$ cat config.mk
export PLATFORM = sky130hd
export DESIGN_NAME = mem_access_unit
export DESIGN_NICKNAME = d
export VERILOG_FILES = /design/src/rtl/mem_pkg.sv /design/src/rtl/mem_access_unit_load_aligner.sv /design/src/rtl/mem_access_unit.sv
export SDC_FILE = /design/constraint.sdc
export NUM_CORES = 1
export LEC_CHECK = 0
export ABC_AREA = 1
export CAP_MARGIN = 20
export CORE_MARGIN = 1.5
export CORE_UTILIZATION = 39
export DETAILED_ROUTE_END_ITERATION = 6
export GPL_TIMING_DRIVEN = 0
export PLACE_DENSITY = 0.8
export SETUP_SLACK_MARGIN = 0.1
export SYNTH_ARGS = -nofsm -noshare
export SYNTH_HDL_FRONTEND = slang
export SYNTH_SLANG_ARGS = --single-unit
export TNS_END_PERCENT = 5
$ cat constraint.sdc
create_clock -name clk -period 1.3 [get_ports clk]
set_input_delay 0.325 -clock clk [delete_from_list [all_inputs] [get_ports clk]]
set_output_delay 0.325 -clock clk [all_outputs]
set_load 0.005 [all_outputs]
$ cat src/rtl/mem_pkg.sv
// ============================================================================
// Module  : mem_pkg
// Brief   : Shared encodings for the memory-stage load/store unit.
// Revision: 1.0 - initial release
// ============================================================================
`default_nettype none

package mem_pkg;

  localparam logic [1:0] c_size_byte = 2'b00;
  localparam logic [1:0] c_size_half = 2'b01;
  localparam logic [1:0] c_size_word = 2'b10;
  localparam logic [1:0] c_size_rsvd = 2'b11;

  localparam logic [1:0] c_exc_none     = 2'b00;
  localparam logic [1:0] c_exc_misalign = 2'b01;
  localparam logic [1:0] c_exc_timeout  = 2'b10;

  typedef enum logic [1:0] {
    ST_IDLE = 2'b00,
    ST_REQ  = 2'b01,
    ST_RESP = 2'b10
  } state_t;

endpackage

`default_nettype wire

$ cat src/rtl/mem_access_unit_load_aligner.sv
// ============================================================================
// Module  : load_aligner
// Brief   : Shifts the addressed lane of a read word down and extends it.
// Revision: 1.0 - initial release
// ============================================================================
`default_nettype none

module load_aligner
  import mem_pkg::*;
(
  input  logic [1:0]  i_lane,
  input  logic [1:0]  i_size,
  input  logic        i_unsigned,
  input  logic [31:0] i_rdata,
  output logic [31:0] o_data
);

  logic [31:0] w_shifted;

  assign w_shifted = i_rdata >> {i_lane, 3'b000};

  always_comb begin
    o_data = w_shifted;
    case (i_size)
      c_size_byte: o_data = {{24{~i_unsigned & w_shifted[7]}}, w_shifted[7:0]};
      c_size_half: o_data = {{16{~i_unsigned & w_shifted[15]}}, w_shifted[15:0]};
      default:     o_data = w_shifted;
    endcase
  end

endmodule

`default_nettype wire

$ cat src/rtl/mem_access_unit.sv
// ============================================================================
// Module  : mem_access_unit
// Brief   : MEM-stage load/store unit: bus request/ready transaction, lane
//           steering, load alignment. MISALIGN_TRAP_EN enables misalign traps.
// Revision: 1.0 - initial release
// ============================================================================
`default_nettype none

module mem_access_unit
  import mem_pkg::*;
#(
  parameter int unsigned TIMEOUT_CYC = 255
) (
  input  logic        clk,
  input  logic        reset,
  input  logic        ex_valid,
  input  logic        ex_memread,
  input  logic        ex_memwrite,
  input  logic [1:0]  ex_size,
  input  logic        ex_unsigned,
  input  logic [31:0] ex_addr,
  input  logic [31:0] ex_wdata,
  output logic        stall,
  output logic        mem_flush,
  output logic [31:0] ld_data,
  output logic        exc,
  output logic [1:0]  exc_code,
  output logic        bus_req,
  output logic        bus_we,
  output logic [31:0] bus_addr,
  output logic [31:0] bus_wdata,
  output logic [3:0]  bus_be,
  input  logic        bus_ready,
  input  logic [31:0] bus_rdata
);

  state_t      r_state;
  state_t      w_state_next;
  logic [7:0]  r_cnt;
  logic [1:0]  r_lane;
  logic [1:0]  r_size;
  logic        r_unsigned;
  logic [8:0]  w_cnt_inc;
  logic        w_access;
  logic        w_trap;
  logic        w_timeout;
  logic [1:0]  w_size;
  logic [31:0] w_addr;
  logic [31:0] w_wdata;
  logic [31:0] w_ld_aligned;
  logic [3:0]  w_be;

  assign w_access  = ex_valid & (ex_memread | ex_memwrite);
  assign w_size    = (ex_size == c_size_rsvd) ? c_size_word : ex_size;
  assign w_cnt_inc = {1'b0, r_cnt} + 9'd1;

`ifdef MISALIGN_TRAP_EN
  assign w_trap = ((w_size == c_size_half) & ex_addr[0]) |
                  ((w_size == c_size_word) & (ex_addr[1:0] != 2'b00));
  assign w_addr = ex_addr;
`else
  assign w_trap = 1'b0;
  // Misaligned low bits are dropped so the access lands on its natural boundary.
  always_comb begin
    w_addr = ex_addr;
    if (w_size == c_size_half)
      w_addr[0] = 1'b0;
    else if (w_size == c_size_word)
      w_addr[1:0] = 2'b00;
  end
`endif

  always_comb begin
    w_be    = 4'hF;
    w_wdata = ex_wdata;
    case (w_size)
      c_size_byte: begin
        w_be    = 4'b0001 << w_addr[1:0];
        w_wdata = {4{ex_wdata[7:0]}};
      end
      c_size_half: begin
        w_be    = 4'b0011 << w_addr[1:0];
        w_wdata = {2{ex_wdata[15:0]}};
      end
      default: ;
    endcase
  end

  always_comb begin
    w_state_next = r_state;
    stall        = 1'b0;
    w_timeout    = 1'b0;
    case (r_state)
      ST_IDLE: begin
        if (w_access) begin
          w_state_next = w_trap ? ST_RESP : ST_REQ;
          stall        = ~w_trap;
        end
      end
      ST_REQ: begin
        stall = 1'b1;
        // Ready takes priority over an expiring timeout in the same cycle.
        if (bus_ready) begin
          w_state_next = ST_RESP;
        end else if (w_cnt_inc == TIMEOUT_CYC[8:0]) begin
          w_timeout    = 1'b1;
          w_state_next = ST_RESP;
        end
      end
      default: w_state_next = ST_IDLE;
    endcase
  end

  load_aligner u_load_aligner (
    .i_lane     (r_lane),
    .i_size     (r_size),
    .i_unsigned (r_unsigned),
    .i_rdata    (bus_rdata),
    .o_data     (w_ld_aligned)
  );

  always_ff @(posedge clk) begin
    if (reset) begin
      r_state    <= ST_IDLE;
      r_cnt      <= 8'd0;
      r_lane     <= 2'b00;
      r_size     <= c_size_byte;
      r_unsigned <= 1'b0;
      bus_req    <= 1'b0;
      bus_we     <= 1'b0;
      bus_addr   <= 32'd0;
      bus_wdata  <= 32'd0;
      bus_be     <= 4'd0;
      ld_data    <= 32'd0;
      exc        <= 1'b0;
      exc_code   <= c_exc_none;
      mem_flush  <= 1'b0;
    end else begin
      r_state   <= w_state_next;
      exc       <= 1'b0;
      exc_code  <= c_exc_none;
      mem_flush <= 1'b0;
      case (r_state)
        ST_IDLE: begin
          if (w_access) begin
            if (w_trap) begin
              exc       <= 1'b1;
              exc_code  <= c_exc_misalign;
              mem_flush <= 1'b1;
            end else begin
              bus_req    <= 1'b1;
              bus_we     <= ex_memwrite;
              bus_addr   <= w_addr;
              bus_wdata  <= w_wdata;
              bus_be     <= w_be;
              r_lane     <= w_addr[1:0];
              r_size     <= w_size;
              r_unsigned <= ex_unsigned;
              r_cnt      <= 8'd0;
            end
          end
        end
        ST_REQ: begin
          r_cnt <= w_cnt_inc[7:0];
          if (bus_ready) begin
            bus_req <= 1'b0;
            if (!bus_we)
              ld_data <= w_ld_aligned;
          end else if (w_timeout) begin
            bus_req   <= 1'b0;
            exc       <= 1'b1;
            exc_code  <= c_exc_timeout;
            mem_flush <= 1'b1;
          end
        end
        default: ;
      endcase
    end
  end

endmodule

`default_nettype wire

### After elaboration in Yosys (flattened, before gate mapping)

Cells that the tools add are included.

* input port bits: 105
* flip-flop bits (word level): 120
* output and inout bits: 107

* add/sub/neg operators: 1
* shift operators: 3
* bitwise operators: 7
* muxes and demuxes: 24
* reduce and logical (&&, ||, !) cells: 10
* equal/unequal tests: 9

Operators with widths (count)
* 32-bit case mux with 2 select lines: 2
* 32-bit by 5-bit >> shifter with 32-bit output: 1
* 8-bit case mux with 2 select lines: 1
* 2-bit two-way mux: 6
* 1-bit two-way mux: 10
* 8-bit by 1-bit adder with 9-bit output (second input constant): 1
* 9-bit by 8-bit == test with 1-bit output (second input constant): 1
* 8-bit two-way mux: 1
* 4-bit case mux with 2 select lines: 1
* 2-bit by 1-bit == test with 1-bit output (second input constant): 3
* 2-bit zero test: 3
* 3-bit != test (second input constant): 2
* 2-bit AND reduction: 3
* 3-bit AND reduction: 2
* 2-bit == test (second input constant): 2
* 1-bit case mux with 2 select lines: 2
* 2-bit case mux with 2 select lines: 1
* 1-bit by 2-bit left shift with 4-bit output (first input constant): 1
* 2-bit by 2-bit left shift with 4-bit output (first input constant): 1
* 1-bit bitwise AND: 3
* 1-bit NOT: 3
* 3-bit OR reduction: 1
* 2-bit != test (second input constant): 1
* 2-bit nonzero test: 1
* 1-bit OR: 1

### Longest topological paths before layout

Gate-level depths: netlist of run 1.

* depth in word-level cells: 8
* mapped depth: 10
* depth with buffers taken out: 10

### By module

From an unflattened synthesis of run 1, not the netlist that was laid out.

* cell total of the unflattened synthesis: 776
* area total of the unflattened synthesis: 5544.1 µm²

By module, submodules not included
* mem_access_unit: area an instance 4640.7 µm², times used 1, cells an instance 602
* load_aligner: area an instance 903.4 µm², times used 1, cells an instance 174

### Worst setup path after synthesis of run 1

Ideal clock, no wire load.

* path type: register to register
* start point: register r_cnt[0]
* end point: register bus_req
* arrival time: 1.199 ns
* setup slack: -0.022 ns
* library setup time: 0.123 ns
* stages on the path, launching flop included: 9
* path buffers: 0
* cell sequence: dfxtp_1 ha_1 nand3_1 o21ai_0 nand2_1 nor2_1 nand2_1 nand2_1 a21oi_1

* longest elaborated chain between the ends: 7

Ends and longest elaborated chain
* start: declaration: RTL line mem_access_unit.sv:39 `logic [7:0] r_cnt;`
* start signal: assignment: RTL line mem_access_unit.sv:164 `r_cnt <= w_cnt_inc[7:0];`
* 8-bit by 1-bit adder with 9-bit output: RTL line mem_access_unit.sv:55 `assign w_cnt_inc = {1'b0, r_cnt} + 9'd1;`
* 9-bit by 8-bit == test with 1-bit output: RTL line mem_access_unit.sv:105 `end else if (w_cnt_inc == TIMEOUT_CYC[8:0]) begin`
* 1-bit two-way mux: RTL line mem_access_unit.sv:105
* 1-bit two-way mux: RTL line mem_access_unit.sv:103 `if (bus_ready) begin`
* 1-bit two-way mux: RTL line mem_access_unit.sv:93 `case (r_state)`
* 3-bit != test (no line)
* 3-bit AND reduction (no line)
* end signal: assignment: RTL line mem_access_unit.sv:129 `bus_req <= 1'b0;`
* end signal: assignment: RTL line mem_access_unit.sv:151 `bus_req <= 1'b1;`
* end signal: assignment: RTL line mem_access_unit.sv:166 `bus_req <= 1'b0;`
* end: declaration: RTL line mem_access_unit.sv:28 `output logic bus_req,`

Every way passes these cells.
A chain may end at the register's enable or synchronous reset.

==> results.cfg, run 1 <==
[sta]
rsz0062_at_grt = true
tightestPinTransition_ns = 0.630
setup_viol = 75
fmax_ghz = 0.690
finClkSkew_ns = 0.0134
finalMaxSlewViolations = 0
period_needed_ns = 1.45
relSlewSlack = 0.580
finalCritPeriodShare = 1.12
fin_setup_tns_ns = -4.46
setup_slack_ns = -0.150
finalHoldViolations = 0

[logic_synthesis]
syn-num-nets = 862
yosysTopAreaCell = dfxtp_1
ys_top_cells_by_area = dfxtp_1, nand2_1, a21oi_1
synth_top_flop_cell = dfxtp_1
syn_inst = 755
syn_area_mm2 = 0.00529
yosysUniqueCellTypes = 35
synth.avg_cell_area_um2 = 7.01
synth_seq_cells = 116
postSynth.asyncResetShare = 0
yosysSeqAreaShare = 0.439
ys_warn_count = 0
synth-edff-count = 0
synthDominantCellAreaShare = 0.439

[routing]
vias = 6201
drt_wl_total_mm = 20.2
ant_nets = 0
remaining_drc_errors = 0
wl_per_cell_um = 16.8
drt-pass1-iter-count = 6
initialDrtViolationCount = 458
via_per_inst = 5.17

[place]
place_inst = 1140
dp.final_hpwl_mm = 14.1
port_buffers = 209
gp_congestion = 0.919

[clock_tree]
htree_levels = 4
insertion_delay_ns = 0.42
cts_tree = built
clock-sinks = 116
cts_buffers = 17
clk_pin_slew_worst_paths_ns = 0.05
root_buffer = clkbuf_16
cts_buffer_depth = 2

[floorplan]
start_util = 0.400
fp.dieH_um = 120
io_pins = 212
core_mm2 = 0.0132
row_count = 42
fp.dieW_um = 120
die_area_mm2 = 0.0143

[status]
run_status = finished with violations
violations = setup timing

[grt]
antenna_found_initial = 0
grt-ovfl-total = 0
grt_pass1_vias = 5765
grt_pass1_wl_mm = 29.4
track_usage = 0.267
grt_max_degree = 17

[final_layout]
num-nets-final = 1118
diodes = 0
final_layout_size_suffix_gt1_frac = 0.351
area_growth_pct = 65.4
final_common_cell = nand2_1
finalNonFillerCells = 1200
final_cell_mix = nand2_1, clkdlybuf4s50_1, a21oi_1, dfxtp_2, inv_1

[power_and_ir_drop]
p_leak_nw = 3.86
ir_drop_mv = 0.780
p_total_mw = 10.2
p_per_area_mw_per_mm2 = 1160

[worst_setup_path]
critPathMaxStageDelay_ns = 0.39
crit_arrival_ns = 1.75
path_delay_family = flip-flops
path_buf_inv = 3
cp-end-kind = register
cp_max_fo = 7
crit_type = register to register
start_kind = register
cp.required_ns = 1.60
cpMaxStageDelayCell = dfxtp_4
cp_cell_sequence = buf_8, o21ai_4, o22ai_2, nand3b_1, nand2_4, clkbuf_16, o21ai_2, inv_1

[job]
max_cap_violations = 0

[worst_hold_path]
hp-class = input port to register
timing repair:
item,4_1_cts,5_1_grt
setup endpoints to repair,221,221
cloned,0,5
hold buffers,0,0
gates resized for setup,427,254
pin swaps,11,15
setup buffers,8,15
per-layer routing:
layer  vias up  wire length [um]  share of wire  track usage
li1       2970                 -              -            -
met1      2832              7820           0.39        0.311
met2       339              9710           0.48        0.444
met3        60              1910          0.095       0.0955
met4         0               748          0.037        0.109
met5         -                 0              0            0
layout make-up:
class | instances | area (um2)
clock inverters | 9 | 53.8
well taps | 176 | 220
multi-input cells | 510 | 2630
repair buffers | 237 | 2170
fillers | 1112 | 4490
inverters | 80 | 319
plain buffers | 49 | 433
clock buffers | 23 | 488
flip-flops and latches | 116 | 2440
kinds of logic (layout without fill, tap and decap cells):
| family | Yosys count | in the layout | share of synthesized area |
|---|---|---|---|
| simple gates | 299 | 299 | 0.222 |
| compound gates | 208 | 208 | 0.220 |
| buf+inv | 129 | 398 | 0.114 |
| other cells | 1 | 1 | 0.000708 |
| fa+ha+maj | 2 | 2 | 0.00473 |
| flops | 116 | 116 | 0.439 |
cell usage after synthesis (5+ instances only):
library cell,number
dfxtp_1,116
o22ai_1,8
a21oi_1,90
inv_2,5
nand3_1,11
buf_6,7
buf_4,14
o31ai_1,8
a31oi_1,16
buf_2,9
o21ai_0,61
nor2_1,76
clkbuf_1,18
o21ai_1,11
nand2_1,202
o221a_2,7
inv_1,74
state kept, by name, indices dropped and copies added (netlist names):
name,count
bus_addr,32
bus_wdata,32
ld_data,32
r_cnt,8
bus_be,4
r_size,2
r_state,2
bus_req,1
bus_we,1
exc_code,1
r_unsigned,1
per-stage QoR:
step	worst slack (ns)	utilization	area, um2	hold slack (ns)
after floorplan	0.0462	-	5330	0.404
after global placement	-0.750	0.577	7650	0.449
after detailed placement	-0.770	0.577	7650	0.455
after CTS	-0.148	0.624	8270	0.367
after global routing	-0.220	0.661	8760	0.145
final	-0.150	0.661	8760	0.143
where the power goes:
group	internal, mW	switching (mW)	total (mW)
Sequential	3.80	0.145	3.94
Clock	2.61	1.66	4.27
Combinational	0.991	0.969	1.96
final timing paths:
kind,endpoint,depth (start not counted),slack [ns],start
max,ld_data[21],8,-0.15,bus_addr[0]
min,exc_code[1],2,0.14,bus_ready
max reg2reg,ld_data[21],8,-0.15,bus_addr[0]
min reg2reg,bus_addr[12],2,0.46,bus_addr[12]
Power figures use the tool's default switching activity.
==> run 2: changes to the inputs <==
- CORE_UTILIZATION: 39 -> 47
- PLACE_DENSITY: 0.8 -> 0.9
- clock period: 1.3 -> 1.7 ns (I/O delays scaled with it)
==> run 2 against run 1 <==
The flow now finishes without violations. Clock-buffer cell count decreased by 5. Power decreased by 26%. Wire length decreased by 6.2%. Final area decreased by 7.5%. Setup slack improved by 0.20 ns. Die area decreased by 17%. Clock power decreased by 22%. Register-to-register slack improved by 0.24 ns. Sequential cell count unchanged. Critical path type is now register to output pin. Clock skew decreased by 0.0052 ns. Largest cell class unchanged. Core utilization increased by 8.2 points. Non-clock buffer count decreased by 24.
==> results.cfg, run 2 (synthesized netlist as in run 1, its figures left out) <==
[power_and_ir_drop]
p_leak_nw = 3.79
ir_drop_mv = 0.590
p_per_area_mw_per_mm2 = 934
p_total_mw = 7.56

[final_layout]
fillers = 855
reg_top3 = bus_addr x32, bus_wdata x32, ld_data x32
final_common_cell = nand2_1
num-nets-final = 1094
final_cell_mix = nand2_1, dlygate4sd2_1, dfxtp_1, clkdlybuf4s50_1, a21oi_1
final_util = 0.744
area_growth_pct = 52.9
fin_area_mm2 = 0.00810
diodes = 0
final_layout_size_suffix_gt1_frac = 0.116

[worst_setup_path]
startpoint = r_state[1]
start_kind = register
cp-end-kind = output pin
reg2reg_from = bus_addr[0]
cpMaxStageDelayCell = dfxtp_2
cp_max_fo = 2
crit_arrival_ns = 1.23
cp.required_ns = 1.27
crit_type = register to output pin
critPathMaxStageDelay_ns = 0.34
cp_cell_sequence = nor2_2, o21ai_2, nand2_2, buf_2

[floorplan]
core_mm2 = 0.0109
fp.dieH_um = 109
fp.dieW_um = 109
io_pins = 212
die_area_mm2 = 0.0119
row_count = 38
start_util = 0.486

[routing]
wl_per_cell_um = 16.6
drt_wl_total_mm = 18.9
ant_nets = 0
initialDrtViolationCount = 365
drt-pass1-iter-count = 5
vias = 6119
remaining_drc_errors = 0
via_per_inst = 5.37

[clock_tree]
clk_pin_slew_worst_paths_ns = 0.06
cts_buffers = 17
ctsHoldBuffers = 0
root_buffer = clkbuf_8
cts_buffer_depth = 2
cts_tree = built
insertion_delay_ns = 0.51
htree_levels = 4
clock-sinks = 116

[grt]
antenna_found_initial = 0
track_usage = 0.314
grt_max_degree = 17
grt_pass1_wl_mm = 28.3
grt_pass1_vias = 5643
grt-ovfl-total = 0

[sta]
fin_setup_tns_ns = 0
tightestPinTransition_ns = 0.622
fmax_ghz = 0.606
setup_viol = 0
finClkSkew_ns = 0.00823
finalHoldViolations = 0
finalCritPeriodShare = 0.971
rsz0062_at_grt = true
finalMaxSlewViolations = 0
period_needed_ns = 1.65
relSlewSlack = 0.585

[job]
max_cap_violations = 0

[place]
gp_congestion = 0.963
place_area_mm2 = 0.00756
dp.final_hpwl_mm = 13.8
port_buffers = 209

[worst_hold_path]
min_from = ex_memwrite
hp-class = input port to register

[status]
run_status = finished, final reports clean
-- run 2: area by class of cell --
| cell class | instances | area (um2) | share of cell area |
|---|---|---|---|
| plain buffers | 49 | 303 | 0.0374 |
| clock buffers | 18 | 428 | 0.0529 |
| clock inverters | 14 | 130 | 0.0161 |
| inverters | 80 | 303 | 0.0374 |
| multi-input cells | 510 | 2420 | 0.299 |
| flip-flops and latches | 116 | 2340 | 0.289 |
| well taps | 140 | 175 | 0.0216 |
| repair buffers | 213 | 2000 | 0.247 |
-- run 2: power by group --
part           internal (mW)  switching, mW  total (mW)  leakage [nW]
Sequential              2.89         0.0890        2.97         0.955
Clock                   1.98           1.35        3.33         0.260
Combinational          0.595          0.657        1.25          2.58
Total                   5.46           2.10        7.56          3.79
-- run 2: final timing paths --
check	slack, ns	cells past startpoint	end
hold reg to reg	0.46	2	bus_addr[9]
setup / recovery	0.05	4	stall
hold / removal	0.30	3	bus_we
setup reg to reg	0.09	8	ld_data[12]
-- run 2: layer usage --
metal / up-vias / GRT usage / share of wire
met2: 361 / 0.550 / 0.48
met1: 2778 / 0.343 / 0.38
met4: 0 / 0.154 / 0.041
li1: 2922 / - / -
met3: 58 / 0.0921 / 0.10
met5: - / 0 / 0
-- run 2: worst max-delay path, delay by kind of cell (launching register included) --
kind	cells	cell delay, ns
AO/OA/AOI/OAI	1	0.08
buffers and inverters	1	0.11
flip-flops	1	0.34
AND/OR/NAND/NOR	2	0.18
-- run 2: timing repair --
action	in CTS	in global routing
setup endpoints to repair	124	55
buffers inserted	3	1
pin swaps	2	4
gates resized for setup	131	26
-- run 2: per-stage QoR --
stage | setup slack (ns) | hold WS [ns] | cells
final | 0.0485 | 0.296 | 1140
after global routing | 0.00408 | 0.288 | 1140
after CTS | -0.148 | 0.451 | 1139
after detailed placement | -0.564 | 0.457 | 1104
after global placement | -0.557 | 0.450 | 1104
after floorplan | 0.378 | 0.459 | 755
==> run 3: changes to the inputs <==
- CORE_UTILIZATION: 47 -> 39
- PLACE_DENSITY: 0.9 -> 0.8
- clock period: 1.7 -> 1.3 ns (I/O delays scaled with it)
==> results of run 3 <==
Same layout as run 1: the final DEF is identical, and so are final timing and power.
